## src/rtl/tetris_line_clear_ctrl.sv

```systemverilog
// Row-compaction controller: walks the grid bottom-to-top, drops full rows, shifts survivors down, zero-fills the top.
// Latency: start to done is ROWS+1+k cycles (k = rows cleared); at most one row read and one row write per cycle.
// Backpressure: none; start is ignored while busy. Optional score accumulator under macro LINE_CLEAR_SCORE_EN.
module tetris_line_clear_ctrl #(
  parameter int ROWS = 20,
  parameter int COLS = 10,
  parameter int CW   = 3
) (
  input  logic                       clk,
  input  logic                       reset,
  input  logic                       start,
  output logic                       busy,
  output logic                       done,
  output logic [$clog2(ROWS+1)-1:0]  lines_cleared,
  output logic [$clog2(ROWS)-1:0]    rd_row,
  input  logic [COLS*CW-1:0]         rd_data,
  output logic                       wr_en,
  output logic [$clog2(ROWS)-1:0]    wr_row,
  output logic [COLS*CW-1:0]         wr_data,
  output logic [15:0]                score
);
  localparam int RW = $clog2(ROWS);
  localparam int KW = $clog2(ROWS+1);
  localparam logic [RW-1:0] LAST_ROW = RW'(ROWS-1);

  typedef enum logic [1:0] {IDLE, SCAN, FILL, DONE} state_t;

  state_t        state_q, state_d;
  logic [RW-1:0] r_q, r_d;
  logic [RW-1:0] w_q, w_d;
  logic [KW-1:0] k_q, k_d;
  logic [KW-1:0] lines_q, lines_d;
  logic          row_full;

  // A row is full when no cell of the current read holds colour 0.
  always_comb begin
    row_full = 1'b1;
    for (int c = 0; c < COLS; c++) begin
      if (rd_data[c*CW +: CW] == '0) row_full = 1'b0;
    end
  end

  // State and pointer registers.
  always_ff @(posedge clk) begin
    if (reset) begin
      state_q <= IDLE;
      r_q     <= '0;
      w_q     <= '0;
      k_q     <= '0;
      lines_q <= '0;
    end else begin
      state_q <= state_d;
      r_q     <= r_d;
      w_q     <= w_d;
      k_q     <= k_d;
      lines_q <= lines_d;
    end
  end

  // Next state and pointer updates; w only moves past a row once it has been kept.
  always_comb begin
    state_d = state_q;
    r_d     = r_q;
    w_d     = w_q;
    k_d     = k_q;
    lines_d = lines_q;
    case (state_q)
      IDLE: begin
        if (start) begin
          state_d = SCAN;
          r_d     = LAST_ROW;
          w_d     = LAST_ROW;
          k_d     = '0;
          lines_d = '0;
        end
      end
      SCAN: begin
        r_d = r_q - 1'b1;
        if (row_full) k_d = k_q + 1'b1;
        else          w_d = w_q - 1'b1;
        if (r_q == '0) state_d = (k_d != '0) ? FILL : DONE;
      end
      FILL: begin
        w_d = w_q - 1'b1;
        if (w_q == '0) state_d = DONE;
      end
      DONE: begin
        lines_d = k_q;
        state_d = IDLE;
      end
      default: state_d = IDLE;
    endcase
  end

  // Outputs decoded from the current state; kept rows are copied only when they actually move.
  always_comb begin
    busy          = (state_q != IDLE);
    done          = (state_q == DONE);
    lines_cleared = (state_q == DONE) ? k_q : lines_q;
    rd_row        = '0;
    wr_en         = 1'b0;
    wr_row        = '0;
    wr_data       = '0;
    case (state_q)
      SCAN: begin
        rd_row = r_q;
        if (!row_full && (w_q != r_q)) begin
          wr_en   = 1'b1;
          wr_row  = w_q;
          wr_data = rd_data;
        end
      end
      FILL: begin
        wr_en  = 1'b1;
        wr_row = w_q;
      end
      default: ;
    endcase
  end

`ifdef LINE_CLEAR_SCORE_EN
  logic [15:0] score_q, score_d;
  logic [16:0] score_sum;
  logic [10:0] points;

  // Classic line-clear points with a saturating accumulator, updated on the DONE cycle.
  always_comb begin
    case (k_q)
      KW'(0):  points = 11'd0;
      KW'(1):  points = 11'd40;
      KW'(2):  points = 11'd100;
      KW'(3):  points = 11'd300;
      default: points = 11'd1200;
    endcase
    score_sum = {1'b0, score_q} + {6'd0, points};
    score_d   = score_q;
    if (state_q == DONE) score_d = score_sum[16] ? 16'hFFFF : score_sum[15:0];
  end

  // Score register.
  always_ff @(posedge clk) begin
    if (reset) score_q <= '0;
    else       score_q <= score_d;
  end

  assign score = score_q;
`else
  assign score = 16'd0;
`endif
endmodule

```

## config.mk

```make
export PLATFORM = sky130hd
export DESIGN_NAME = tetris_line_clear_ctrl
export DESIGN_NICKNAME = d
export VERILOG_FILES = /design/src/rtl/tetris_line_clear_ctrl.sv
export SDC_FILE = /design/constraint.sdc
export NUM_CORES = 1
export LEC_CHECK = 0
export ABC_AREA = 1
export CAP_MARGIN = 0
export CORE_MARGIN = 8
export CORE_UTILIZATION = 37
export DETAILED_ROUTE_END_ITERATION = 8
export GPL_TIMING_DRIVEN = 0
export HOLD_SLACK_MARGIN = 0.05
export PLACE_DENSITY = 0.77
export SYNTH_ARGS = -nofsm -noshare
export SYNTH_HDL_FRONTEND = slang
export SYNTH_SLANG_ARGS = --single-unit
```

## constraint.sdc

```tcl
create_clock -name clk -period 1.7 [get_ports clk]
set_clock_uncertainty 0.2 [all_clocks]
set_input_delay 0.34 -clock clk [delete_from_list [all_inputs] [get_ports clk]]
set_output_delay 0.34 -clock clk [all_outputs]
set_load 0.05 [all_outputs]
```

# [Word-level counts from Yosys, hierarchy flattened]
# Cells that the tools add are included.
[totals] output_inout_bits=64 in_bits=33 regBits=22 elab_cells=72
[op_classes] eq_ne=8 n_addsub=3 n_reduce_logical=24 mux=32
[op_table] cell="$mux 30" count=2
[op_table] cell="$mux 5" count=8
[op_table] cell="$pmux 5 s2" count=4
[op_table] cell="$logic_not 3->1" count=10
[op_table] cell="$pmux 5 s3" count=1
[op_table] cell="$mux 1" count=12
[op_table] cell="$logic_not 5->1" count=2
[op_table] cell="$sub 5x1->5 const B" count=2
[op_table] cell="$ne 2x2->1 const B" count=4
[op_table] cell="$pmux 2 s4" count=1
[op_table] cell="$mux 2" count=3
[op_table] cell="$reduce_and 3->1" count=2
[op_table] cell="$reduce_bool 2->1" count=3
[op_table] cell="$add 5x1->5 const B" count=1
[op_table] cell="$ne 5x5->1" count=1
[op_table] cell="$reduce_bool 5->1" count=1
[op_table] cell="$eq 2x2->1 const B" count=2
[op_table] cell="$reduce_and 2->1" count=2
[op_table] cell="$reduce_bool 3->1" count=1
[op_table] cell="$eq 2x1->1 const B" count=1
[op_table] cell="$logic_not 2->1" count=1
[op_table] cell="$pmux 1 s2" count=1
[op_table] cell="$logic_and 1x1->1" count=1
[op_table] cell="$logic_not 1->1" count=1

# [Longest topological paths before layout]
[logic_depth] depth_word=17 mapped_depth=11 ltp_nobuf=11

# [Worst setup path after synthesis]
# OpenSTA, ideal clock, no wires.
[synth_timing] path_type="register to output" from="reg state_q[0]" to="out lines_cleared[0]" path_slack_ns=-0.573 t_arrival_ns=1.733 path_stages_with_launch=4 path_buffers=1 t_required_ns=1.160 path_cell_list="dfxtp_1 > ha_1 > buf_1 > mux2_2"
[synth_between] elab_chain_len=2
[synth_lines] item="start, declared" line="28" source="state_t state_q, state_d;"
[synth_lines] item="start signal, assigned" line="52" source="state_q <= state_d;"
[synth_lines] item="$eq 2x2->1"
[synth_lines] item="named net done" line="13" source="output logic done,"
[synth_lines] item="$mux 5" line="99" source="lines_cleared = (state_q == DONE) ? k_q : lines_q;"
[synth_lines] item="end, declared" line="14" source="output logic [$clog2(ROWS+1)-1:0] lines_cleared,"
# The timed path passes the listed nets, and every way through them passes these cells.

# [Worst setup path after layout]
[layout_timing] from="reg r_q[1]" to="out wr_data[9]"
[layout_between] elab_chain_len=4
[layout_lines] item="start, declared" line="29" source="logic [RW-1:0] r_q, r_d;"
[layout_lines] item="start signal, assigned" line="53" source="r_q <= r_d;"
[layout_lines] item="$ne 5x5->1" line="107" source="if (!row_full && (w_q != r_q)) begin"
[layout_lines] item="$logic_and 1x1->1" line="107"
[layout_lines] item="$mux 30" line="107"
[layout_lines] item="$mux 30" line="104" source="case (state_q)"
[layout_lines] item="end, declared" line="19" source="output logic [COLS*CW-1:0] wr_data,"
# Every way passes these cells.

==> flow_summary_export.csv <==
group,metric,value,unit
sta,worst_slack,-0.660,ns
sta,rsz0062_at_grt,"yes",
final_layout,fin_nets,494,
synthesis,ys_top_cells_by_count,"66 x nand2_1, 59 x inv_1, 49 x nor2_1",
synthesis,synth_area_per_cell,6.16,um^2
synthesis,yosys.area_share.simple,0.371,
route,drt_iter0_drc,160,
global_route,antenna_found_initial,0,
die,initial_core_util,0.381,
die,core-area,5110,um^2
final_layout,utilization,0.827,
global_route,grt_pass1_vias,2409,
final_layout,synthToLayoutAreaGrowth,117,%
synthesis,synth_area_leaders,"dfxtp_1 23%, nand2_1 13%, inv_1 11%",
final_layout,layout-drive-gt1-share,0.621,
clock_network,postCtsHoldBufs,0,
critical_path,r2r_slack,-0.33,ns
synthesis,ys_ff_latch,22,
synthesis,syn_area,1950,um^2
global_route,grt.total_usage,0.173,
critical_path,cpPeakStageDelay,0.40,ns
clock_network,htreeDepth,1,
critical_path,crit_path_end_kind,"output pin",
critical_path,cp.depth,8,
synthesis,yosys_warnings,0,
sta,drv_slew,0,
job,timing.max_cap.violations,0,
power_and_ir_drop,power_density,1450,nW/um^2
critical_path,arrival,1.82,ns
synthesis,synth_flop_cell,"dfxtp_1",
sta,fin_crit,2.36,ns
synthesis,synth_xor_area_frac,0.0315,
placed_design,port_buffers,79,
clock_network,path_clk_slew,0.09,ns
die,fp.dieW,88.5,um
global_route,grt_max_degree,14,
die,die_h,88.5,um
critical_path,crit_path_start_kind,"register",
outcome,violations,"setup timing",
sta,worst_pin_slew,0.729,ns
synthesis,synth_top_area_share,0.226,
critical_path,critPathMaxFanout,10,
critical_path,worstPathBufferInverterCount,3,
route,ant_nets,0,
route,wl,8630,um
clock_network,clock-sinks,22,
die,ioPinCount,97,
critical_path,path_cells,"nand2_1 -> a21oi_2 -> nand4_1 -> nand3_4 -> buf_12 -> buf_12 -> nor2_4 -> buf_6",
synthesis,synth_top_area_cell,"dfxtp_1",
global_route,grt-ovfl-total,0,
route,routedWlPerCell,16.6,um
route,first_pass_iters,4,
critical_path,setup.worst_path.class,"register to output pin",
final_layout,fill_cells,294,
global_route,grt_pass1_wl,11000,um
synthesis,synth-edff-count,0,
synthesis,muxShareOfSynthArea,0.0289,
placed_design,hpwl,5210,um
synthesis,ys_async_sr_fraction,0,
critical_path,crit_slowest_cell,"dfxtp_2",
die,dieArea,7840,um^2
synthesis,ys_types,30,
synthesis,synth.most_common_cell,"nand2_1",
synthesis,synth_top_family_by_area,"simple AND/OR/NAND/NOR gates",
critical_path,cp_common_cell,"buf_12",
synthesis,synth_compound_area_frac,0.0829,
sta,fmaxAchievable,0.424,GHz
clock_network,worst_skew_pair.late_latency,0.27,ns
synthesis,synth_cells,316,
clock_network,cts_tree,"done",
min_path,hp-class,"primary input to register",
route,route.vias.total,2567,
synthesis,synthAdderAreaFrac,0.0578,
sta,setup_viol,69,
placed_design,place_ws,-1.53,ns
sta,hold_viol,0,
sta,relSlewSlack,0.514,
outcome,status,"complete, but fails checks",
die,row_count,26,
route,drc_errors,0,
clock_network,cts_buffers,3,
power_and_ir_drop,vdd.ir_drop.worst,1370,uV
min_path,min_path_cells,2,
synthesis,seq_area_frac_synth,0.226,
route,vias_per_cell,4.93,
critical_path,rr_worst_depth,10,
placed_design,gp_congestion,0.813,
critical_path,cpLargestDelayFamily,"simple AND/OR/NAND/NOR gates",
clock_network,clock_path_buffers,2,
final_layout,n_antenna_cell,0,
clock_network,root_buffer,"clkbuf_8",
critical_path,cp.required,1.16,ns
sta,period_share,1.39,
power_and_ir_drop,leakage,0.00190,uW
report_power, final:
group | switching (uW) | leakage, uW | internal (uW)
sequential | 214 | 0.000184 | 664
clock | 195 | 0.0000339 | 256
combinational | 2830 | 0.00168 | 1950
total | 3240 | 0.00190 | 2870
per-stage QoR:
step                      total power (uW)  area (um^2)  hold WS, ns  std cells  setup TNS [ns]
after floorplan                       3320         2530        0.238        331           -5.22
after global placement                4090         3410        0.249        480          -64.66
after detailed placement              4140         3410        0.253        480          -65.85
after CTS                             5160         3790        0.226        502          -20.83
after global routing                  6370         4230        0.275        521          -33.67
final                                 6110         4230        0.282        521          -30.62
placed cells by master (no fill, tap or decap), types with 13 or more instances in the layout:
master,instances
nand2_2,16
buf_4,38
conb_1,16
nor2_4,41
buf_6,49
inv_1,20
inv_4,13
nand2_1,45
a21oi_2,15
dlygate4sd2_1,19
area by class of cell:
class,count,area [um^2],share of cell area
Buffer,23,208,0.0492
Clock buffer,4,66.3,0.0157
Inverter,61,363,0.0859
Multi-Input combinational cell,224,1780,0.421
Sequential cell,22,460,0.109
Tap cell,70,87.6,0.0207
Timing Repair Buffer,117,1260,0.298
cell families (layout without fill, tap and decap cells):
| family | after synthesis | after routing |
|---|---|---|
| and+or+nand+nor | 157 | 157 |
| buffers and inverters | 85 | 205 |
| AOI/OAI and AO/OA | 30 | 30 |
| DFF | 22 | 22 |
| adders and majority gates | 9 | 9 |
| xor gates and xnor gates | 7 | 7 |
| muxes | 5 | 5 |
| other | 1 | 16 |
worst register-to-register path: stages (launching register included):
cell      delay, ns
dfxtp_4        0.38
inv_4          0.05
ha_4           0.17
buf_6          0.13
buf_6          0.12
buf_6          0.12
buf_4          0.13
nand2_2        0.05
nand4_1        0.21
a211oi_2       0.25
a21oi_1        0.10
worst paths after layout:
path	start	to
hold / removal	reset	k_q[4]$_SDFFE_PP0P_
setup reg to reg	state_q[1]$_SDFFE_PP0P_	state_q[0]$_SDFFE_PP0P_
hold reg to reg	lines_q[2]$_SDFFE_PP0P_	lines_q[2]$_SDFFE_PP0P_
setup / recovery	r_q[1]$_SDFFE_PP0P_	wr_data[9]
timing repair:
action | CTS | global route
pin swaps | 29 | 22
endpoints found under the setup margin | 64 | 69
gates resized for setup | 418 | 72
buffers inserted | 18 | 19
gates cloned | 0 | 2
per-layer routing:
metal  part of all wire  wire [um]  global-route usage  vias up
met5                  0          0                   0        -
met4              0.037        321              0.0461        0
met3              0.065        562              0.0251       34
met1               0.36       3080               0.179     1195
li1                   -          -                   -     1216
met2               0.54       4670               0.348      122
flip-flops by register name, indices dropped and copies added (netlist names):
signal / count
state_q: 2
r_q: 5
w_q: 5
k_q: 5
lines_q: 5
No activity file was read; power rests on OpenSTA's default activity.
